[config.mk]
export PLATFORM = sky130hd
export DESIGN_NAME = acc_invert
export DESIGN_NICKNAME = d
export VERILOG_FILES = /design/src/rtl/acc_pkg.sv /design/src/rtl/pixel_xform.sv /design/src/rtl/acc_invert.sv
export SDC_FILE = /design/constraint.sdc
export NUM_CORES = 1
export LEC_CHECK = 0
export ABC_AREA = 1
export CAP_MARGIN = 20
export CORE_MARGIN = 10
export CORE_UTILIZATION = 45
export CTS_CLUSTER_DIAMETER = 80
export CTS_CLUSTER_SIZE = 25
export DETAILED_ROUTE_END_ITERATION = 16
export DONT_BUFFER_PORTS = 1
export GPL_ROUTABILITY_DRIVEN = 0
export GPL_TIMING_DRIVEN = 0
export PLACE_DENSITY = 0.66
export REMOVE_ABC_BUFFERS = 1
export SLEW_MARGIN = 20
export SYNTH_ARGS = -nofsm -noshare
export SYNTH_HDL_FRONTEND = slang
export SYNTH_SLANG_ARGS = --single-unit
[constraint.sdc]
create_clock -name clk -period 3.8 [get_ports clk]
set_input_delay 0.38 -clock clk [delete_from_list [all_inputs] [get_ports clk]]
set_output_delay 0.38 -clock clk [all_outputs]
set_load 0.02 [all_outputs]
[src/rtl/acc_pkg.sv]
// acc_pkg: shared types and constants for the image accelerator, its memory
// model and bench. Holds the sequencing FSM state enum, pixel geometry and the
// default frame size / write-back offset for a 352x288 8-bit image.
`timescale 1ns/1ps
package acc_pkg;

  typedef enum logic [1:0] {
    IDLE  = 2'd0,
    READ  = 2'd1,
    WRITE = 2'd2,
    DONE  = 2'd3
  } state_t;

  localparam int unsigned PIX_W          = 8;
  localparam int unsigned PIX_PER_WORD   = 4;
  localparam int unsigned DEF_IMG_WORDS  = (352 * 288) / PIX_PER_WORD;
  localparam int unsigned DEF_OUT_OFFSET = DEF_IMG_WORDS;

endpackage

[src/rtl/pixel_xform.sv]
// pixel_xform: combinational per-lane pixel transform on one memory word.
// Default build inverts each 8-bit lane (255-p). With ACC_THRESHOLD_EN defined,
// each lane becomes 8'hFF when its inverse is >= THRESH, else 8'h00.
// Ports:
//   din  in  DATA_W  packed input pixels
//   dout out DATA_W  packed transformed pixels
`timescale 1ns/1ps
module pixel_xform
  import acc_pkg::*;
#(
  parameter int unsigned DATA_W = 32,
  parameter int unsigned THRESH = 128
) (
  input  logic [DATA_W-1:0] din,
  output logic [DATA_W-1:0] dout
);

`ifdef ACC_THRESHOLD_EN
  localparam bit USE_THRESH = 1'b1;
`else
  localparam bit USE_THRESH = 1'b0;
`endif

  localparam int unsigned LANES = DATA_W / PIX_W;

  // Lanes are independent: subtraction from all-ones never borrows.
  for (genvar i = 0; i < LANES; i++) begin : g_lane
    logic [PIX_W-1:0] inv;
    logic [PIX_W-1:0] thr;
    assign inv = {PIX_W{1'b1}} - din[i*PIX_W +: PIX_W];
    assign thr = (32'(inv) >= THRESH) ? {PIX_W{1'b1}} : {PIX_W{1'b0}};
    assign dout[i*PIX_W +: PIX_W] = USE_THRESH ? thr : inv;
  end

endmodule

[src/rtl/acc_invert.sv]
// acc_invert: memory-mapped image accelerator. On start it reads each input
// word, transforms it with pixel_xform and writes the result OUT_OFFSET words
// higher, two cycles per word on a single-port memory, then raises finish
// until start is dropped.
// Optional feature: ACC_THRESHOLD_EN (binarised output, handled in pixel_xform).
// Ports:
//   clk    in   1       clock, rising edge
//   reset  in   1       asynchronous active-low reset
//   addr   out  ADDR_W  memory word address
//   dataR  in   DATA_W  memory read data, valid the cycle after a read
//   dataW  out  DATA_W  memory write data
//   en     out  1       memory access enable
//   we     out  1       memory write enable
//   start  in   1       level request
//   finish out  1       frame complete
`timescale 1ns/1ps
module acc_invert
  import acc_pkg::*;
#(
  parameter int unsigned ADDR_W     = 16,
  parameter int unsigned DATA_W     = 32,
  parameter int unsigned IMG_WORDS  = DEF_IMG_WORDS,
  parameter int unsigned OUT_OFFSET = DEF_OUT_OFFSET,
  parameter int unsigned THRESH     = 128
) (
  input  logic              clk,
  input  logic              reset,
  output logic [ADDR_W-1:0] addr,
  input  logic [DATA_W-1:0] dataR,
  output logic [DATA_W-1:0] dataW,
  output logic              en,
  output logic              we,
  input  logic              start,
  output logic              finish
);

  localparam logic [ADDR_W-1:0] LAST_WORD = ADDR_W'(IMG_WORDS - 1);
  localparam logic [ADDR_W-1:0] OFFSET    = ADDR_W'(OUT_OFFSET);

  state_t            state_q, state_d;
  logic [ADDR_W-1:0] cnt_q, cnt_d;
  logic [DATA_W-1:0] xf_data;

  pixel_xform #(
    .DATA_W (DATA_W),
    .THRESH (THRESH)
  ) u_xform (
    .din  (dataR),
    .dout (xf_data)
  );

  // State and word counter; reset forces IDLE so all decoded outputs drop at once.
  always_ff @(posedge clk or negedge reset) begin
    if (!reset) begin
      state_q <= IDLE;
      cnt_q   <= '0;
    end else begin
      state_q <= state_d;
      cnt_q   <= cnt_d;
    end
  end

  // Next state and Moore-decoded memory interface.
  always_comb begin
    state_d = state_q;
    cnt_d   = cnt_q;
    en      = 1'b0;
    we      = 1'b0;
    addr    = '0;
    dataW   = '0;
    finish  = 1'b0;
    case (state_q)
      IDLE: begin
        cnt_d = '0;
        if (start) state_d = READ;
      end
      READ: begin
        en      = 1'b1;
        addr    = cnt_q;
        state_d = WRITE;
      end
      WRITE: begin
        en    = 1'b1;
        we    = 1'b1;
        addr  = cnt_q + OFFSET;
        dataW = xf_data;
        if (cnt_q == LAST_WORD) begin
          state_d = DONE;
        end else begin
          cnt_d   = cnt_q + ADDR_W'(1);
          state_d = READ;
        end
      end
      DONE: begin
        finish = 1'b1;
        if (!start) state_d = IDLE;
      end
      default: state_d = IDLE;
    endcase
  end

endmodule

# [Yosys cells after proc, flatten, opt, wreduce, memory -nomap -nowiden]
# Cells that the tools add are included.
[word_totals] regBits=18 in_bits=35 out_inout_bits=51 wordCells=31
[classes] addsub=6 n_eq_ne=7 muxes=11 n_reduce_logical=5
[op_table] op="$pmux 16 s2" count=2
[op_table] op="$mux 32" count=1
[op_table] op="$sub 8x8->8 const A" count=4
[op_table] op="$add 16x1->16 const B" count=1
[op_table] op="$add 16x15->16 const B" count=1
[op_table] op="$eq 16x15->1 const B" count=1
[op_table] op="$mux 16" count=1
[op_table] op="$pmux 2 s4" count=1
[op_table] op="$mux 2" count=3
[op_table] op="$ne 2x2->1 const B" count=3
[op_table] op="$eq 2x2->1 const B" count=2
[op_table] op="$reduce_and 2->1" count=2
[op_table] op="$mux 1" count=3
[op_table] op="$eq 2x1->1 const B" count=1
[op_table] op="$logic_not 2->1" count=1
[op_table] op="$reduce_bool 2->1" count=1
[op_table] op="$reduce_or 2->1" count=1

# [Longest topological paths before layout]
[logic_depth] ltp_word=3 ltp_mapped=11 depth_no_buf=10

# [Cells and area by module]
# A second synthesis with hierarchy kept.
[unflattened] hier_cells=323 area_unflattened_um2=1891.8
[by_module_without_submodules] mod="acc_invert" n_inst=1 cells_per_inst=291 area_each_um2=1771.7 seq_area_each_um2=450.4
[by_module_without_submodules] mod="pixel_xform" n_inst=1 cells_per_inst=32 area_each_um2=120.1 seq_area_each_um2=0.0

# [Least setup slack after synthesis]
# OpenSTA, ideal clock, no wires.
[synth_timing] kind="register to output" startpoint="reg state_q[0]" endpoint="out addr[10]" t_arrival_ns=1.893 required_ns=3.420 slack_ns=1.527 path_stages_with_launch=8 path_buffers=1 path_cell_list="dfrtp_1 -> inv_1 -> ha_1 -> buf_2 -> inv_1 -> nand2_1 -> nand2_1 -> a211oi_1"
[synth_via] elab_chain_len=2 elab_cells_between_ends=3 classes_between="eq/ne (2); mux (1)"
[synth_rtl] element="from (decl)" line_no="acc_invert.sv:40" text="state_t state_q, state_d;"
[synth_rtl] element="from (signal assigned)" line_no="acc_invert.sv:58" text="state_q <= state_d;"
[synth_rtl] element="$eq 2x2->1 / $eq 2x1->1 (equally long branches)" line_no="acc_invert.sv:72" text="case (state_q)"
[synth_rtl] element="$pmux 16 s2 *" line_no="acc_invert.sv:72"
[synth_rtl] element="to (decl)" line_no="acc_invert.sv:28" text="output logic [ADDR_W-1:0] addr,"
# Mark *: on every way between the ends. The rest lies on a longest branch, timed or not.

# [Worst setup path in the final report]
# Ends and elaborated chain as after synthesis.

==> reports/results.tsv <==
metric	value	unit
synth_edf_count	0	
netlist.area_leader.share	0.278	
drtIter0Drc	76	
pwr-share-seq	0.240	
die_x	80.0	µm
vias_per_cell	5.35	
hp-start	start	
grt_pass1_wl	7670	µm
cpMaxStageDelayCell	a211oi_1	
fp.coreArea	3420	µm²
ys.flop_type	dfrtp_1	
whs	0.404	ns
utilization	0.488	
hold_depth	3	
finClkSkew	0.00316	ns
final_cell_count_no_fill	300	
portBuffers	0	
whs_endpoint	state_q[0]	
crit_chain	inv_1, ha_2, clkinvlp_4, nand2_1, nand2_1, a211oi_1	
nFillCells	386	
finalCritPeriodShare	0.917	
status	completed	
overflow	0	
rr_worst_depth	7	
fp-row-count	21	
postRouteAntennaNets	0	
post_cts_buffers	0	
drc	0	
finalWorstPathRequiredPeriod	3.49	ns
htreeDepth	1	
ys_top_cells_by_count	nor2_1, nand2_1, inv_1, nand3_1, dfrtp_1	
combPwrFrac	0.662	
max_slew_margin	0.418	
die_y	80.0	µm
drv_cap	0	
placedCellCount	295	
drt-wirelength-per-cell	15.8	µm
place_hpwl	3690	µm
worstSetupStartpointType	flip-flop	
syn_inst	259	
ios	86	
clockBufferDepth	2	
num_vias	1604	
finalSetupViolCount	0	
critical_path_buf_inv_count	2	
synth_cell_type_count	29	
power_density	602	nW/µm²
ys_seq_area_frac	0.278	
fmax	287	MHz
cp.required	3.42	ns
worstReg2RegStart	state_q[0]	
cellLeakagePower	0.739	nW
worst_setup_path_end_kind	output port	
arrival	3.11	ns
tightest_slew	0.870	ns
antenna_found_initial	0	
avgSynthCellArea	6.25	µm²
ctsRootBufferMaster	clkbuf_4	
drive_gt1_frac	0.0827	
clockPowerShare	0.098	
switching_share	0.630	
crit_family	compound AO/OA/AOI/OAI gates	
n_antenna_cell	0	
clk_pin_slew	0.10	ns
synth-seq-cells	18	
internal-power	0.371	mW
initial_core_util	0.474	
synthesis.area	1620	µm²
layout.nets	299	
cts_made_buffers	3	
synth_most_common_cell	nor2_1	
cts_tree	done	
insertion_delay	0.30	ns
setup.worst_path.class	flip-flop to output port	
cp_max_fo	22	
synth_top_area_cell	dfrtp_1	
r2r_setup_slack	1.38	ns
grt_max_degree	23	
hold_viol	0	
worst_r2r_endpoint	cnt_q[11]	
cpPeakStageDelay	0.72	ns
setup_tns	0	ns
cts_sinks	18	
rsz0062_at_grt	false	
synthTopCellsByArea	dfrtp_1, nor2_1, nand2_1, inv_1, ha_1	
dieArea	6400	µm²
syn2layout_area_growth	2.94	%
p_sw	0.632	mW
grt_usage	0.145	
critPathMostFrequentCell	nand2_1	
hp-class	primary input to flip-flop	
routed_wl	4730	µm
drt-pass1-iter-count	4	
async_flop_share	1.00	
grt_pass1_vias	1563	
irDropWorstVdd	321	µV
ys_warn_count	0	
finalMaxSlewViolations	0	
## per-stage QoR
step / power (mW) / cell area (µm²) / setup WS (ns)
2_1_floorplan: 0.767 / 1570 / 0.834
6_report: 1.00 / 1670 / 0.314
4_1_cts: 1.02 / 1670 / 0.288
3_3_place_gp: 0.893 / 1620 / 0.0476
3_5_place_dp: 0.897 / 1620 / 0.0252
5_1_grt: 1.08 / 1670 / 0.0539
## power by group through the flow
| stage | registers (mW) | clock network (mW) | logic (mW) |
|---|---|---|---|
| floorplan | 0.239 | 0 | 0.528 |
| global placement | 0.244 | 0 | 0.649 |
| detailed placement | 0.245 | 0 | 0.652 |
| CTS | 0.241 | 0.103 | 0.674 |
| global route | 0.244 | 0.110 | 0.730 |
| finish | 0.241 | 0.0986 | 0.664 |
## cell type report
type                            instances  area (µm²)  share of cell area
Multi-Input combinational cell        197         990               0.594
Timing Repair Buffer                    1        10.0             0.00601
Clock buffer                            3        22.5              0.0135
Inverter                               34         131              0.0788
Timing Repair inverter                  1        5.00             0.00300
Tap cell                               46        57.6              0.0345
Sequential cell                        18         450               0.270
## how the worst max path moves through the flow
| stage | to | cells past startpoint | start | slack (ns) |
|---|---|---|---|---|
| finish | addr[10] | 6 | state_q[0] | 0.31 |
| global route | addr[10] | 6 | state_q[0] | 0.05 |
| CTS | addr[10] | 6 | state_q[0] | 0.29 |
| detailed placement | addr[10] | 6 | state_q[0] | 0.03 |
| global placement | addr[10] | 6 | state_q[0] | 0.05 |
| floorplan | addr[10] | 6 | state_q[0] | 0.83 |
## layout by cell type, fill, tap and decap left out
cell type       n
xor2_1          4
o211ai_1        1
nand2_1        54
o22ai_1         2
a21oi_1         7
nor3_1          3
nand4_1         6
a211oi_1        2
clkbuf_4        3
o21ai_2         6
nand2_2         3
nand3_1        20
nor2_1         58
dfrtp_1        18
inv_1          31
a21boi_0        1
inv_2           2
nor2_2          2
and3_1          1
o21ai_0        15
clkinvlp_4      1
o21ai_1         1
ha_2            1
clkinvlp_2      1
nor2_4          2
a2bb2oi_1       1
dlygate4sd3_1   1
ha_1            7
## worst min-delay path, stage by stage
cell and delay, ns:
nand2_1 0.03, o21ai_0 0.14, o21ai_0 0.11
## logic make-up (layout without fill, tap and decap cells)
logic type | after synthesis | count (layout) | synth area share
and+or+nand+nor | 149 | 149 | 0.391
buffers and inverters | 44 | 39 | 0.112
AOI/OAI and AO/OA | 36 | 36 | 0.135
DFF | 18 | 18 | 0.278
adders and majority gates | 8 | 8 | 0.0618
xor gates and xnor gates | 4 | 4 | 0.0216
## per-layer routing
layer | routed length (µm) | track usage
met1 | 2020 | 0.183
met2 | 2320 | 0.239
met3 | 347 | 0.0282
met4 | 46 | 0.0475
met5 | 0 | 0
## flip-flops by register name (all words and copies together) (netlist names)
name / flops
cnt_q: 16
state_q: 2
## timing repair
| action | 4_1_cts | 5_1_grt |
|---|---|---|
| endpoints found under the setup margin | 10 | 0 |
| hold endpoints to repair | 18 | 0 |
| hold buffers | 1 | 0 |
| resized for setup | 2 | 0 |
No activity file was read; power rests on OpenSTA's default activity.
